**src/rtl/id_ex_pipe_reg_if.sv**
```systemverilog
// ---------------------------------------------------------------------------
// id_ex_pipe_reg_if
// Bundles the ID-stage inputs and the EX-stage outputs of the ID/EX pipeline
// register. The ID stage (or a testbench) is the master: it drives id_* and
// observes ex_* and the load-use hazard flag. The pipeline register is the
// slave.
//   id_valid_i        ID stage holds a real instruction
//   id_wb_ctrl_i      write-back control
//   id_m_ctrl_i       memory control, [1]=MemRead [0]=MemWrite
//   id_ex_ctrl_i      [0]=RegDst [2:1]=AluOp [3]=AluSrc
//   id_branch_i       branch flag
//   id_pc4_i/rd1/rd2/imm   datapath words
//   id_rs/rt/rt_extra/rd   register specifiers
//   ex_*              registered EX-stage copies of the above
//   load_use_hazard_o combinational load-use stall request
// ---------------------------------------------------------------------------
interface id_ex_pipe_reg_if #(
  parameter int DATA_W  = 32,
  parameter int REG_AW  = 5,
  parameter int FUNCT_W = 6,
  parameter int WB_W    = 2,
  parameter int M_W     = 2
);
  logic              id_valid_i;
  logic [WB_W-1:0]   id_wb_ctrl_i;
  logic [M_W-1:0]    id_m_ctrl_i;
  logic [3:0]        id_ex_ctrl_i;
  logic              id_branch_i;
  logic [DATA_W-1:0] id_pc4_i;
  logic [DATA_W-1:0] id_rd1_i;
  logic [DATA_W-1:0] id_rd2_i;
  logic [DATA_W-1:0] id_imm_i;
  logic [REG_AW-1:0] id_rs_i;
  logic [REG_AW-1:0] id_rt_i;
  logic [REG_AW-1:0] id_rt_extra_i;
  logic [REG_AW-1:0] id_rd_i;

  logic               ex_valid_o;
  logic [WB_W-1:0]    ex_wb_ctrl_o;
  logic [M_W-1:0]     ex_m_ctrl_o;
  logic               ex_reg_dst_o;
  logic               ex_alu_src_o;
  logic               ex_branch_o;
  logic [1:0]         ex_alu_op_o;
  logic [FUNCT_W-1:0] ex_funct_o;
  logic [DATA_W-1:0]  ex_pc4_o;
  logic [DATA_W-1:0]  ex_rd1_o;
  logic [DATA_W-1:0]  ex_rd2_o;
  logic [DATA_W-1:0]  ex_imm_o;
  logic [REG_AW-1:0]  ex_rs_o;
  logic [REG_AW-1:0]  ex_rt_o;
  logic [REG_AW-1:0]  ex_rt_extra_o;
  logic [REG_AW-1:0]  ex_rd_o;

  logic               load_use_hazard_o;

  modport master (
    output id_valid_i, id_wb_ctrl_i, id_m_ctrl_i, id_ex_ctrl_i, id_branch_i,
           id_pc4_i, id_rd1_i, id_rd2_i, id_imm_i,
           id_rs_i, id_rt_i, id_rt_extra_i, id_rd_i,
    input  ex_valid_o, ex_wb_ctrl_o, ex_m_ctrl_o, ex_reg_dst_o, ex_alu_src_o,
           ex_branch_o, ex_alu_op_o, ex_funct_o,
           ex_pc4_o, ex_rd1_o, ex_rd2_o, ex_imm_o,
           ex_rs_o, ex_rt_o, ex_rt_extra_o, ex_rd_o,
           load_use_hazard_o
  );

  modport slave (
    input  id_valid_i, id_wb_ctrl_i, id_m_ctrl_i, id_ex_ctrl_i, id_branch_i,
           id_pc4_i, id_rd1_i, id_rd2_i, id_imm_i,
           id_rs_i, id_rt_i, id_rt_extra_i, id_rd_i,
    output ex_valid_o, ex_wb_ctrl_o, ex_m_ctrl_o, ex_reg_dst_o, ex_alu_src_o,
           ex_branch_o, ex_alu_op_o, ex_funct_o,
           ex_pc4_o, ex_rd1_o, ex_rd2_o, ex_imm_o,
           ex_rs_o, ex_rt_o, ex_rt_extra_o, ex_rd_o,
           load_use_hazard_o
  );
endinterface

```
**src/rtl/id_ex_pipe_reg.sv**
```systemverilog
// ---------------------------------------------------------------------------
// id_ex_pipe_reg
// ID/EX pipeline register for the 5-stage MIPS core with a valid bit,
// stall (hold), flush (bubble), integrated load-use hazard detection and a
// saturating bubble counter.
//   clk          rising-edge clock
//   rst_n        asynchronous active-low reset
//   stall_i      hold the EX entry
//   flush_i      write a bubble (overrides stall)
//   cnt_clr_i    synchronous clear of the bubble counter
//   bus          ID inputs / EX outputs / hazard flag (slave side)
//   bubble_cnt_o bubbles written since reset or last clear (saturating)
// Update priority per edge: flush > stall > hazard > load.
// ---------------------------------------------------------------------------
module id_ex_pipe_reg #(
  parameter int DATA_W  = 32,
  parameter int REG_AW  = 5,
  parameter int FUNCT_W = 6,
  parameter int WB_W    = 2,
  parameter int M_W     = 2,
  parameter int CNT_W   = 16
) (
  input  logic                clk,
  input  logic                rst_n,
  input  logic                stall_i,
  input  logic                flush_i,
  input  logic                cnt_clr_i,
  id_ex_pipe_reg_if.slave     bus,
  output logic [CNT_W-1:0]    bubble_cnt_o
);

  logic               valid_q,    valid_d;
  logic [WB_W-1:0]    wb_ctrl_q,  wb_ctrl_d;
  logic [M_W-1:0]     m_ctrl_q,   m_ctrl_d;
  logic               reg_dst_q,  reg_dst_d;
  logic               alu_src_q,  alu_src_d;
  logic               branch_q,   branch_d;
  logic [1:0]         alu_op_q,   alu_op_d;
  logic [FUNCT_W-1:0] funct_q,    funct_d;
  logic [DATA_W-1:0]  pc4_q,      pc4_d;
  logic [DATA_W-1:0]  rd1_q,      rd1_d;
  logic [DATA_W-1:0]  rd2_q,      rd2_d;
  logic [DATA_W-1:0]  imm_q,      imm_d;
  logic [REG_AW-1:0]  rs_q,       rs_d;
  logic [REG_AW-1:0]  rt_q,       rt_d;
  logic [REG_AW-1:0]  rt_extra_q, rt_extra_d;
  logic [REG_AW-1:0]  rd_q,       rd_d;
  logic [CNT_W-1:0]   cnt_q,      cnt_d;

  logic hazard;
  logic bubble;
  logic load;

  // A load in EX whose destination feeds the ID instruction; $zero is never
  // a real dependency. Independent of stall/flush by design.
  assign hazard = bus.id_valid_i & valid_q & m_ctrl_q[1] & (rt_q != '0) &
                  ((rt_q == bus.id_rs_i) | (rt_q == bus.id_rt_i));

  // Stall masks the hazard bubble because the EX entry is unchanged and the
  // hazard simply re-evaluates once the stall releases.
  assign bubble = flush_i | (hazard & ~stall_i);
  assign load   = ~flush_i & ~stall_i & ~hazard;

  always_comb begin
    valid_d    = valid_q;
    wb_ctrl_d  = wb_ctrl_q;
    m_ctrl_d   = m_ctrl_q;
    reg_dst_d  = reg_dst_q;
    alu_src_d  = alu_src_q;
    branch_d   = branch_q;
    alu_op_d   = alu_op_q;
    funct_d    = funct_q;
    pc4_d      = pc4_q;
    rd1_d      = rd1_q;
    rd2_d      = rd2_q;
    imm_d      = imm_q;
    rs_d       = rs_q;
    rt_d       = rt_q;
    rt_extra_d = rt_extra_q;
    rd_d       = rd_q;

    if (bubble) begin
      // Bubble kills control only; datapath fields hold to save toggling.
      valid_d   = 1'b0;
      wb_ctrl_d = '0;
      m_ctrl_d  = '0;
      reg_dst_d = 1'b0;
      alu_src_d = 1'b0;
      branch_d  = 1'b0;
      alu_op_d  = '0;
    end else if (load) begin
      valid_d    = bus.id_valid_i;
      wb_ctrl_d  = bus.id_wb_ctrl_i;
      m_ctrl_d   = bus.id_m_ctrl_i;
      reg_dst_d  = bus.id_ex_ctrl_i[0];
      alu_op_d   = bus.id_ex_ctrl_i[2:1];
      alu_src_d  = bus.id_ex_ctrl_i[3];
      branch_d   = bus.id_branch_i;
      funct_d    = bus.id_imm_i[FUNCT_W-1:0];
      pc4_d      = bus.id_pc4_i;
      rd1_d      = bus.id_rd1_i;
      rd2_d      = bus.id_rd2_i;
      imm_d      = bus.id_imm_i;
      rs_d       = bus.id_rs_i;
      rt_d       = bus.id_rt_i;
      rt_extra_d = bus.id_rt_extra_i;
      rd_d       = bus.id_rd_i;
    end
  end

  // Saturating bubble counter; clear wins over increment.
  always_comb begin
    cnt_d = cnt_q;
    if (cnt_clr_i) begin
      cnt_d = '0;
    end else if (bubble && (cnt_q != {CNT_W{1'b1}})) begin
      cnt_d = cnt_q + 1'b1;
    end
  end

  always_ff @(posedge clk or negedge rst_n) begin
    if (!rst_n) begin
      valid_q    <= 1'b0;
      wb_ctrl_q  <= '0;
      m_ctrl_q   <= '0;
      reg_dst_q  <= 1'b0;
      alu_src_q  <= 1'b0;
      branch_q   <= 1'b0;
      alu_op_q   <= '0;
      funct_q    <= '0;
      pc4_q      <= '0;
      rd1_q      <= '0;
      rd2_q      <= '0;
      imm_q      <= '0;
      rs_q       <= '0;
      rt_q       <= '0;
      rt_extra_q <= '0;
      rd_q       <= '0;
      cnt_q      <= '0;
    end else begin
      valid_q    <= valid_d;
      wb_ctrl_q  <= wb_ctrl_d;
      m_ctrl_q   <= m_ctrl_d;
      reg_dst_q  <= reg_dst_d;
      alu_src_q  <= alu_src_d;
      branch_q   <= branch_d;
      alu_op_q   <= alu_op_d;
      funct_q    <= funct_d;
      pc4_q      <= pc4_d;
      rd1_q      <= rd1_d;
      rd2_q      <= rd2_d;
      imm_q      <= imm_d;
      rs_q       <= rs_d;
      rt_q       <= rt_d;
      rt_extra_q <= rt_extra_d;
      rd_q       <= rd_d;
      cnt_q      <= cnt_d;
    end
  end

  assign bus.ex_valid_o        = valid_q;
  assign bus.ex_wb_ctrl_o      = wb_ctrl_q;
  assign bus.ex_m_ctrl_o       = m_ctrl_q;
  assign bus.ex_reg_dst_o      = reg_dst_q;
  assign bus.ex_alu_src_o      = alu_src_q;
  assign bus.ex_branch_o       = branch_q;
  assign bus.ex_alu_op_o       = alu_op_q;
  assign bus.ex_funct_o        = funct_q;
  assign bus.ex_pc4_o          = pc4_q;
  assign bus.ex_rd1_o          = rd1_q;
  assign bus.ex_rd2_o          = rd2_q;
  assign bus.ex_imm_o          = imm_q;
  assign bus.ex_rs_o           = rs_q;
  assign bus.ex_rt_o           = rt_q;
  assign bus.ex_rt_extra_o     = rt_extra_q;
  assign bus.ex_rd_o           = rd_q;
  assign bus.load_use_hazard_o = hazard;
  assign bubble_cnt_o          = cnt_q;

endmodule

```
**src/flat_wrapper.sv**
```systemverilog
// flat-port wrapper written by rule: the top's interface ports become plain ports
module id_ex_pipe_reg_flat 
#(
  parameter int DATA_W  = 32,
  parameter int REG_AW  = 5,
  parameter int FUNCT_W = 6,
  parameter int WB_W    = 2,
  parameter int M_W     = 2,
  parameter int CNT_W   = 16
)
  (clk, rst_n, stall_i, flush_i, cnt_clr_i, bubble_cnt_o, bus_id_valid_i, bus_id_wb_ctrl_i, bus_id_m_ctrl_i, bus_id_ex_ctrl_i, bus_id_branch_i, bus_id_pc4_i, bus_id_rd1_i, bus_id_rd2_i, bus_id_imm_i, bus_id_rs_i, bus_id_rt_i, bus_id_rt_extra_i, bus_id_rd_i, bus_ex_valid_o, bus_ex_wb_ctrl_o, bus_ex_m_ctrl_o, bus_ex_reg_dst_o, bus_ex_alu_src_o, bus_ex_branch_o, bus_ex_alu_op_o, bus_ex_funct_o, bus_ex_pc4_o, bus_ex_rd1_o, bus_ex_rd2_o, bus_ex_imm_o, bus_ex_rs_o, bus_ex_rt_o, bus_ex_rt_extra_o, bus_ex_rd_o, bus_load_use_hazard_o);
  id_ex_pipe_reg_if #(.DATA_W(DATA_W), .REG_AW(REG_AW), .FUNCT_W(FUNCT_W), .WB_W(WB_W), .M_W(M_W)) bus_i ();
  input  logic clk;
  input  logic rst_n;
  input  logic stall_i;
  input  logic flush_i;
  input  logic cnt_clr_i;
  output logic [CNT_W-1:0] bubble_cnt_o;
  input wire logic [$bits(bus_i.id_valid_i)-1:0] bus_id_valid_i;
  input wire logic [$bits(bus_i.id_wb_ctrl_i)-1:0] bus_id_wb_ctrl_i;
  input wire logic [$bits(bus_i.id_m_ctrl_i)-1:0] bus_id_m_ctrl_i;
  input wire logic [$bits(bus_i.id_ex_ctrl_i)-1:0] bus_id_ex_ctrl_i;
  input wire logic [$bits(bus_i.id_branch_i)-1:0] bus_id_branch_i;
  input wire logic [$bits(bus_i.id_pc4_i)-1:0] bus_id_pc4_i;
  input wire logic [$bits(bus_i.id_rd1_i)-1:0] bus_id_rd1_i;
  input wire logic [$bits(bus_i.id_rd2_i)-1:0] bus_id_rd2_i;
  input wire logic [$bits(bus_i.id_imm_i)-1:0] bus_id_imm_i;
  input wire logic [$bits(bus_i.id_rs_i)-1:0] bus_id_rs_i;
  input wire logic [$bits(bus_i.id_rt_i)-1:0] bus_id_rt_i;
  input wire logic [$bits(bus_i.id_rt_extra_i)-1:0] bus_id_rt_extra_i;
  input wire logic [$bits(bus_i.id_rd_i)-1:0] bus_id_rd_i;
  output wire logic [$bits(bus_i.ex_valid_o)-1:0] bus_ex_valid_o;
  output wire logic [$bits(bus_i.ex_wb_ctrl_o)-1:0] bus_ex_wb_ctrl_o;
  output wire logic [$bits(bus_i.ex_m_ctrl_o)-1:0] bus_ex_m_ctrl_o;
  output wire logic [$bits(bus_i.ex_reg_dst_o)-1:0] bus_ex_reg_dst_o;
  output wire logic [$bits(bus_i.ex_alu_src_o)-1:0] bus_ex_alu_src_o;
  output wire logic [$bits(bus_i.ex_branch_o)-1:0] bus_ex_branch_o;
  output wire logic [$bits(bus_i.ex_alu_op_o)-1:0] bus_ex_alu_op_o;
  output wire logic [$bits(bus_i.ex_funct_o)-1:0] bus_ex_funct_o;
  output wire logic [$bits(bus_i.ex_pc4_o)-1:0] bus_ex_pc4_o;
  output wire logic [$bits(bus_i.ex_rd1_o)-1:0] bus_ex_rd1_o;
  output wire logic [$bits(bus_i.ex_rd2_o)-1:0] bus_ex_rd2_o;
  output wire logic [$bits(bus_i.ex_imm_o)-1:0] bus_ex_imm_o;
  output wire logic [$bits(bus_i.ex_rs_o)-1:0] bus_ex_rs_o;
  output wire logic [$bits(bus_i.ex_rt_o)-1:0] bus_ex_rt_o;
  output wire logic [$bits(bus_i.ex_rt_extra_o)-1:0] bus_ex_rt_extra_o;
  output wire logic [$bits(bus_i.ex_rd_o)-1:0] bus_ex_rd_o;
  output wire logic [$bits(bus_i.load_use_hazard_o)-1:0] bus_load_use_hazard_o;
  assign bus_i.id_valid_i = bus_id_valid_i;
  assign bus_i.id_wb_ctrl_i = bus_id_wb_ctrl_i;
  assign bus_i.id_m_ctrl_i = bus_id_m_ctrl_i;
  assign bus_i.id_ex_ctrl_i = bus_id_ex_ctrl_i;
  assign bus_i.id_branch_i = bus_id_branch_i;
  assign bus_i.id_pc4_i = bus_id_pc4_i;
  assign bus_i.id_rd1_i = bus_id_rd1_i;
  assign bus_i.id_rd2_i = bus_id_rd2_i;
  assign bus_i.id_imm_i = bus_id_imm_i;
  assign bus_i.id_rs_i = bus_id_rs_i;
  assign bus_i.id_rt_i = bus_id_rt_i;
  assign bus_i.id_rt_extra_i = bus_id_rt_extra_i;
  assign bus_i.id_rd_i = bus_id_rd_i;
  assign bus_ex_valid_o = bus_i.ex_valid_o;
  assign bus_ex_wb_ctrl_o = bus_i.ex_wb_ctrl_o;
  assign bus_ex_m_ctrl_o = bus_i.ex_m_ctrl_o;
  assign bus_ex_reg_dst_o = bus_i.ex_reg_dst_o;
  assign bus_ex_alu_src_o = bus_i.ex_alu_src_o;
  assign bus_ex_branch_o = bus_i.ex_branch_o;
  assign bus_ex_alu_op_o = bus_i.ex_alu_op_o;
  assign bus_ex_funct_o = bus_i.ex_funct_o;
  assign bus_ex_pc4_o = bus_i.ex_pc4_o;
  assign bus_ex_rd1_o = bus_i.ex_rd1_o;
  assign bus_ex_rd2_o = bus_i.ex_rd2_o;
  assign bus_ex_imm_o = bus_i.ex_imm_o;
  assign bus_ex_rs_o = bus_i.ex_rs_o;
  assign bus_ex_rt_o = bus_i.ex_rt_o;
  assign bus_ex_rt_extra_o = bus_i.ex_rt_extra_o;
  assign bus_ex_rd_o = bus_i.ex_rd_o;
  assign bus_load_use_hazard_o = bus_i.load_use_hazard_o;
  id_ex_pipe_reg #(.DATA_W(DATA_W), .REG_AW(REG_AW), .FUNCT_W(FUNCT_W), .WB_W(WB_W), .M_W(M_W), .CNT_W(CNT_W)) u_core (.clk(clk), .rst_n(rst_n), .stall_i(stall_i), .flush_i(flush_i), .cnt_clr_i(cnt_clr_i), .bus(bus_i), .bubble_cnt_o(bubble_cnt_o));
endmodule
```
**config.mk**
```make
export PLATFORM = sky130hd
export DESIGN_NAME = id_ex_pipe_reg_flat
export DESIGN_NICKNAME = d
export VERILOG_FILES = /design/src/rtl/id_ex_pipe_reg_if.sv /design/src/rtl/id_ex_pipe_reg.sv /design/src/flat_wrapper.sv
export SDC_FILE = /design/constraint.sdc
export NUM_CORES = 1
export LEC_CHECK = 0
export BUFFER_PORTS_ARGS = -buffer_cell sky130_fd_sc_hd__buf_4
export CAP_MARGIN = 20
export CORE_ASPECT_RATIO = 1.2
export CORE_MARGIN = 1.5
export CORE_UTILIZATION = 40
export CTS_CLUSTER_DIAMETER = 120
export DETAILED_ROUTE_END_ITERATION = 7
export GPL_TIMING_DRIVEN = 0
export PLACE_DENSITY = 0.72
export SYNTH_ARGS = -nofsm -noshare
export SYNTH_HDL_FRONTEND = slang
export SYNTH_SLANG_ARGS = --single-unit
```
**constraint.sdc**
```tcl
create_clock -name clk -period 4.05 [get_ports clk]
set_input_delay 0.2025 -clock clk [delete_from_list [all_inputs] [get_ports clk]]
set_output_delay 0.2025 -clock clk [all_outputs]
set_load 0.01 [all_outputs]
```
Word level (Yosys, flattened, before mapping):

Cells that the tools add are included.

* mux-type cells: 16
* bitwise gates (word level): 13
* div/mod/pow operators: 0
* $mul: 0
* reduce and logical (&&, ||, !) cells: 5
* magnitude comparators: 0
* add/subtract/negate cells: 1
* equality and inequality tests: 3
* shifts and indexed selects: 0

Operators by type and width (number)
* $mux 16: 2
* $add 16x1->16 const B: 1
* $ne 16x16->1 const B: 1
* $mux 2: 6
* $eq 5x5->1: 2
* $mux 1: 8
* $and 1x1->1: 7
* $reduce_bool 5->1: 1
* $not 1->1: 4
* $reduce_bool 2->1: 2
* $or 1x1->1: 2
* $reduce_and 2->1: 1
* $logic_and 1x1->1: 1

* ROM bits: 0
* logic and storage cells: 55
* latch bits: 0
* memory bits (writable): 0
* output and inout port bits: 181
* bits of input ports: 163
* memories kept: 0
* register bits: 180

Depth between registers and ports, before layout:

* depth after elaboration: 9
* mapped depth: 9
* depth with buffers taken out: 7

Worst setup path after synthesis:

Ideal clock, no wire load.

* path kind: register -> register
* start point: register u_core.rt_q[0] (netlist: u_core.bus.ex_rt_o[0])
* end point: register u_core.imm_q[0] (netlist: u_core.bus.ex_imm_o[0])
* arrival: 2250 ps
* data required time: 3922 ps
* clock period less this slack: 2378 ps
* library setup time: 128 ps
* cell stages (with the launch flop): 8
* path slack: 1672 ps
* buffers on the path: 2
* cell sequence: dfrtp_1 > or4_1 > o2111ai_1 > nor2_1 > nor3_4 > buf_2 > buf_4 > mux2_1

* cells in the longest elaborated chain, start to end: 7
* elaborated cells on any way between the ends: 12
* classes of those cells: 2 x eq/ne; 8 x bitwise; 2 x reduce/logical

Ends and longest elaborated chain
* from (decl): line id_ex_pipe_reg.sv:45 `logic [REG_AW-1:0] rt_q, rt_d;`
* from (signal assigned): line id_ex_pipe_reg.sv:154 `rt_q <= rt_d;`
* $eq 5x5->1 or $reduce_bool 5->1 (tied branches): line id_ex_pipe_reg.sv:57, id_ex_pipe_reg.sv:56
* $or 1x1->1 or $and 1x1->1 (tied branches): line id_ex_pipe_reg.sv:57, id_ex_pipe_reg.sv:56
* $and 1x1->1 (*): line id_ex_pipe_reg.sv:56 `assign hazard = bus.id_valid_i & valid_q & m_ctrl_q[1] & (rt_q != '0) &`
* via bus_load_use_hazard_o: line flat_wrapper.sv:48 `output wire logic [$bits(bus_i.load_use_hazard_o)-1:0] bus_load_use_hazard_o;`
* $and 1x1->1: line id_ex_pipe_reg.sv:61 `assign bubble = flush_i | (hazard & ~stall_i);`
* $or 1x1->1: line id_ex_pipe_reg.sv:61
* $not 1->1 (no line)
* $reduce_and 2->1 (no line) (*)
* to (signal assigned): line id_ex_pipe_reg.sv:152 `imm_q <= imm_d;`
* to (decl): line id_ex_pipe_reg.sv:43 `logic [DATA_W-1:0] imm_q, imm_d;`

The timed path passes the listed nets; every way through them passes the cells marked *.
A chain may end at the register's enable or synchronous reset.

Worst setup path in the final report:

* start point: register u_core.rt_q[0] (netlist: u_core.bus.ex_rt_o[0])
* end point: register u_core.rd2_q[0] (netlist: u_core.bus.ex_rd2_o[0])

* cells in the longest elaborated chain, start to end: 7
* elaborated cells on any way between the ends: 12
* classes of those cells: 2 x eq/ne; 8 x bitwise; 2 x reduce/logical

Ends and longest elaborated chain
* $eq 5x5->1 or $reduce_bool 5->1 (tied branches): line id_ex_pipe_reg.sv:57, id_ex_pipe_reg.sv:56
* $or 1x1->1 or $and 1x1->1 (tied branches): line id_ex_pipe_reg.sv:57, id_ex_pipe_reg.sv:56
* $and 1x1->1 (*): line id_ex_pipe_reg.sv:56
* $and 1x1->1: line id_ex_pipe_reg.sv:61
* $or 1x1->1: line id_ex_pipe_reg.sv:61
* $not 1->1 (no line)
* $reduce_and 2->1 (no line) (*)
* to (signal assigned): line id_ex_pipe_reg.sv:151 `rd2_q <= rd2_d;`
* to (decl): line id_ex_pipe_reg.sv:42 `logic [DATA_W-1:0] rd2_q, rd2_d;`

Every way passes the cells marked *; elsewhere a longest branch is shown, timed or not.

==> results.md <==
* CP max stage cell: or4_1
* Largest stage delay on the critical path at 540 ps
* Top cells by count, synth: 174 x dfrtp_1, 88 x mux2_2, 60 x mux2_1
* Number of flops mapped to enable cells by yosys at 0
* GRT Util Overall at 22.4%
* Synthesis-to-layout area growth at 62.1%
* CTS H-tree lvls at 4
* Fillcell total at 1,212
* Hold-fix buffers, CTS at 72
* RSZ-0062 raised after global routing: false
* Relative slew slack at 47.3%
* Placer Congestion at 0.785
* Die W at 123 um
* Slew @ Worst Pin at 788 ps
* DR iter-0 viols at 225
* P per Cell Area at 418 nW/um^2
* Number of synthesized register bits at 174
* Worst r2r dst: u_core.bus.ex_rd2_o[0]$_DFFE_PN0P_
* # DRC at 0
* IO Pins at 344
* Period minus WS final at 2830 ps
* Worst Reg-to-Reg Cells at 7
* Core area at 16,900 sq um
* Total CTS buffers at 17
* Clock sinks at 174
* CP max FO at 10
* Final nets at 1,074
* Via density at 4.89
* Critical R2R Launch: u_core.bus.ex_rt_o[0]$_DFFE_PN0P_
* Dpl hpwl at 14.5 mm
* Buf/Inv on CP at 2
* Hold path cells at 2
* Register area share after synthesis at 63.3%
* Max-Cap Viols at 0
* Crit path max-delay family: simple AND/OR/NAND/NOR gates
* Yosys cell types at 32
* Most common cell in the netlist: dfrtp_1
* Worst vdd ir at 0.000272 V
* TritonCTS clock tree: built
* # resized after CTS at 0
* Final ANT Viol Nets at 0
* Post-synth top area share at 63.3%
* Status: completed
* Max clock buf depth at 2
* Hold_sp: bus_id_rd2_i[9]
* Post-Syn Area at 6880 sq um
* Initial antenna violation count at 1
* Syn avg cell area at 14.9 sq um
* Hold Fails Final Rpt at 0
* Row cnt at 52
* Post-CTS setup repair buffer count at 0
* Starting Density at 40.8%
* Hold WC Path Type: input port to flop
* CTS clk-pin slew, worst paths at 70 ps
* Post-Route WL at 20.3 mm
* Syn Nets at 626
* Most area-hungry cell type in the Yosys netlist: dfrtp_1
* Fin cells at 1,139
* Gate Count Post-Synth at 462
* Multi-input logic area at 2340 sq um
* Asr flop ratio synth at 100%
* Critical Path AT at 3130 ps
* Critical path, cell by cell: or4_1, o2111ai_1, nor2_1, nor3_4, buf_2, buf_4, mux2_1
* R2r setup slk at 1220 ps
* Die ar. at 18,000 sq um
* Post-Place Cells at 1,021
* WP data required at 4350 ps
* CTS root buf: clkbuf_16
* Wire per inst at 17.8 um
* Pleak at 5.26 nW
* # port buffers at 342
* DR pass1 iterations at 4
* Max-slew violation count at 0
* Clk_lat worst skew at 420 ps
* Aggregate global routing overflow at 0
* Die Y at 147 um
* Largest net degree at the start of global routing at 105
* TNS Setup at 0 ps
* Predominant post-synthesis flop cell: dfrtp_1
* Setup violations, final at 0
* Worst hold endpoint: u_core.bus.ex_rd2_o[9]$_DFFE_PN0P_
* Type of the worst setup path: flop to flop
* Worst setup SP type: flop
* Max Clock Freq at 353 MHz
* Vias in the first global route at 6,091
* Share of post-route cells with drive strength above 1 at 52.8%
* CP Capture Type: flop
* Warnings from Yosys at 0
* First-pass GRT wire length at 30.8 mm
* Tcrit/Tclk final at 69.9%
* Synth area leaders: dfrtp_1 63%, mux2_2 14%, mux2_1 9.8%
* Area taken by flip-flops and latches at 4350 sq um
* Worst Skew at 10.6 ps
* Via Count at 5,575
-- through the flow --
| stage | hold slack (ps) | power (mW) | cell area (sq um) | setup slack (ps) | utilization, % |
|---|---|---|---|---|---|
| after detailed placement | 300 | 3.13 | 9750 | 1150 | 57.9 |
| after CTS | 0.0506 | 4.68 | 11000 | 1100 | 65.3 |
| after global routing | 0.262 | 4.87 | 11100 | 1000 | 66.1 |
| after floorplan | -93.1 | 2.49 | 6880 | 1670 | - |
| final | 9.09 | 4.66 | 11100 | 1220 | 66.1 |
| after global placement | 421 | 3.09 | 9720 | 1180 | 57.7 |
-- sequential cells by signal (all words and copies together) (netlist names) --
register and count:
u_core.bus.ex_imm_o 32, u_core.bus.ex_pc4_o 32, u_core.bus.ex_rd1_o 32, u_core.bus.ex_rd2_o 32, u_core.bubble_cnt_o 16, u_core.bus.ex_rd_o 5, u_core.bus.ex_rs_o 5, u_core.bus.ex_rt_extra_o 5
u_core.bus.ex_rt_o 5, u_core.bus.ex_alu_op_o 2, u_core.bus.ex_m_ctrl_o 2, u_core.bus.ex_wb_ctrl_o 2, u_core.bus.ex_alu_src_o 1, u_core.bus.ex_branch_o 1, u_core.bus.ex_reg_dst_o 1, u_core.bus.ex_valid_o 1
-- metal layers --
layer | GRT usage, % | routed length (um) | part of all wire, % | up-vias
li1 | - | - | - | 2547
met1 | 22.0 | 6810 | 34 | 2706
met2 | 41.3 | 10900 | 54 | 263
met3 | 6.80 | 1620 | 8.0 | 59
met4 | 11.2 | 901 | 4.4 | 0
met5 | 0 | 0 | 0 | -
-- where the power goes --
part	switching [mW]	internal, mW	total, mW	leakage, nW
clock	0.694	0.801	1.49	0.252
sequential	0.138	1.96	2.10	2.09
combinational	0.426	0.632	1.06	2.92
total	1.26	3.40	4.66	5.26
-- logic make-up after synthesis --
| logic type | Yosys count | share of synthesized area [%] |
|---|---|---|
| XOR/XNOR | 11 | 1.40 |
| flip-flops | 174 | 63.3 |
| buffers and inverters | 33 | 2.67 |
| AO/OA/AOI/OAI | 42 | 3.89 |
| AND/OR/NAND/NOR | 52 | 4.17 |
| adder cells (fa/ha/maj) | 1 | 0.182 |
| multiplexers | 149 | 24.4 |
-- layout by cell type, fill, tap and decap left out, types with 2 or more instances in the layout --
cell type and count:
a21oi_1 14, a22o_1 10, buf_2 12, buf_4 353, clkbuf_1 4, clkbuf_16 17, clkinv_2 3, clkinv_4 2
clkinvlp_4 4, dfrtp_1 174, dlygate4sd3_1 86, inv_1 5, inv_6 3, mux2_1 60, mux2_2 88, nand2_1 9
nand3_1 7, nand4_1 4, nor2_1 7, nor3_1 4, o21ai_0 12, or3_1 14, or4_1 2, xor2_1 11
-- layout make-up --
class / instances / area share [%]
Sequential cell: 174 / 39.1
Clock inverter: 12 / 0.797
Antenna cell: 1 / 0.0225
Clock buffer: 19 / 3.97
Tap cell: 216 / 2.42
Buffer: 28 / 1.48
Inverter: 5 / 0.168
Timing Repair Buffer: 429 / 31.1
Multi-Input combinational cell: 255 / 21.0
-- worst max-delay path by stage --
stage,depth (start not counted),slack (ps),to,start
2_1_floorplan,7,1670,u_core.bus.ex_imm_o[0]$_DFFE_PN0P_,u_core.bus.ex_rt_o[0]$_DFFE_PN0P_
3_3_place_gp,7,1180,u_core.bus.ex_rd1_o[24]$_DFFE_PN0P_,u_core.bus.ex_rt_o[0]$_DFFE_PN0P_
3_5_place_dp,7,1150,u_core.bus.ex_rd2_o[0]$_DFFE_PN0P_,u_core.bus.ex_rt_o[0]$_DFFE_PN0P_
4_1_cts,7,1100,u_core.bus.ex_rd2_o[0]$_DFFE_PN0P_,u_core.bus.ex_rt_o[0]$_DFFE_PN0P_
5_1_grt,7,1000,u_core.bus.ex_rd2_o[0]$_DFFE_PN0P_,u_core.bus.ex_rt_o[0]$_DFFE_PN0P_
6_report,7,1220,u_core.bus.ex_rd2_o[0]$_DFFE_PN0P_,u_core.bus.ex_rt_o[0]$_DFFE_PN0P_
Power figures use the tool's default switching activity.
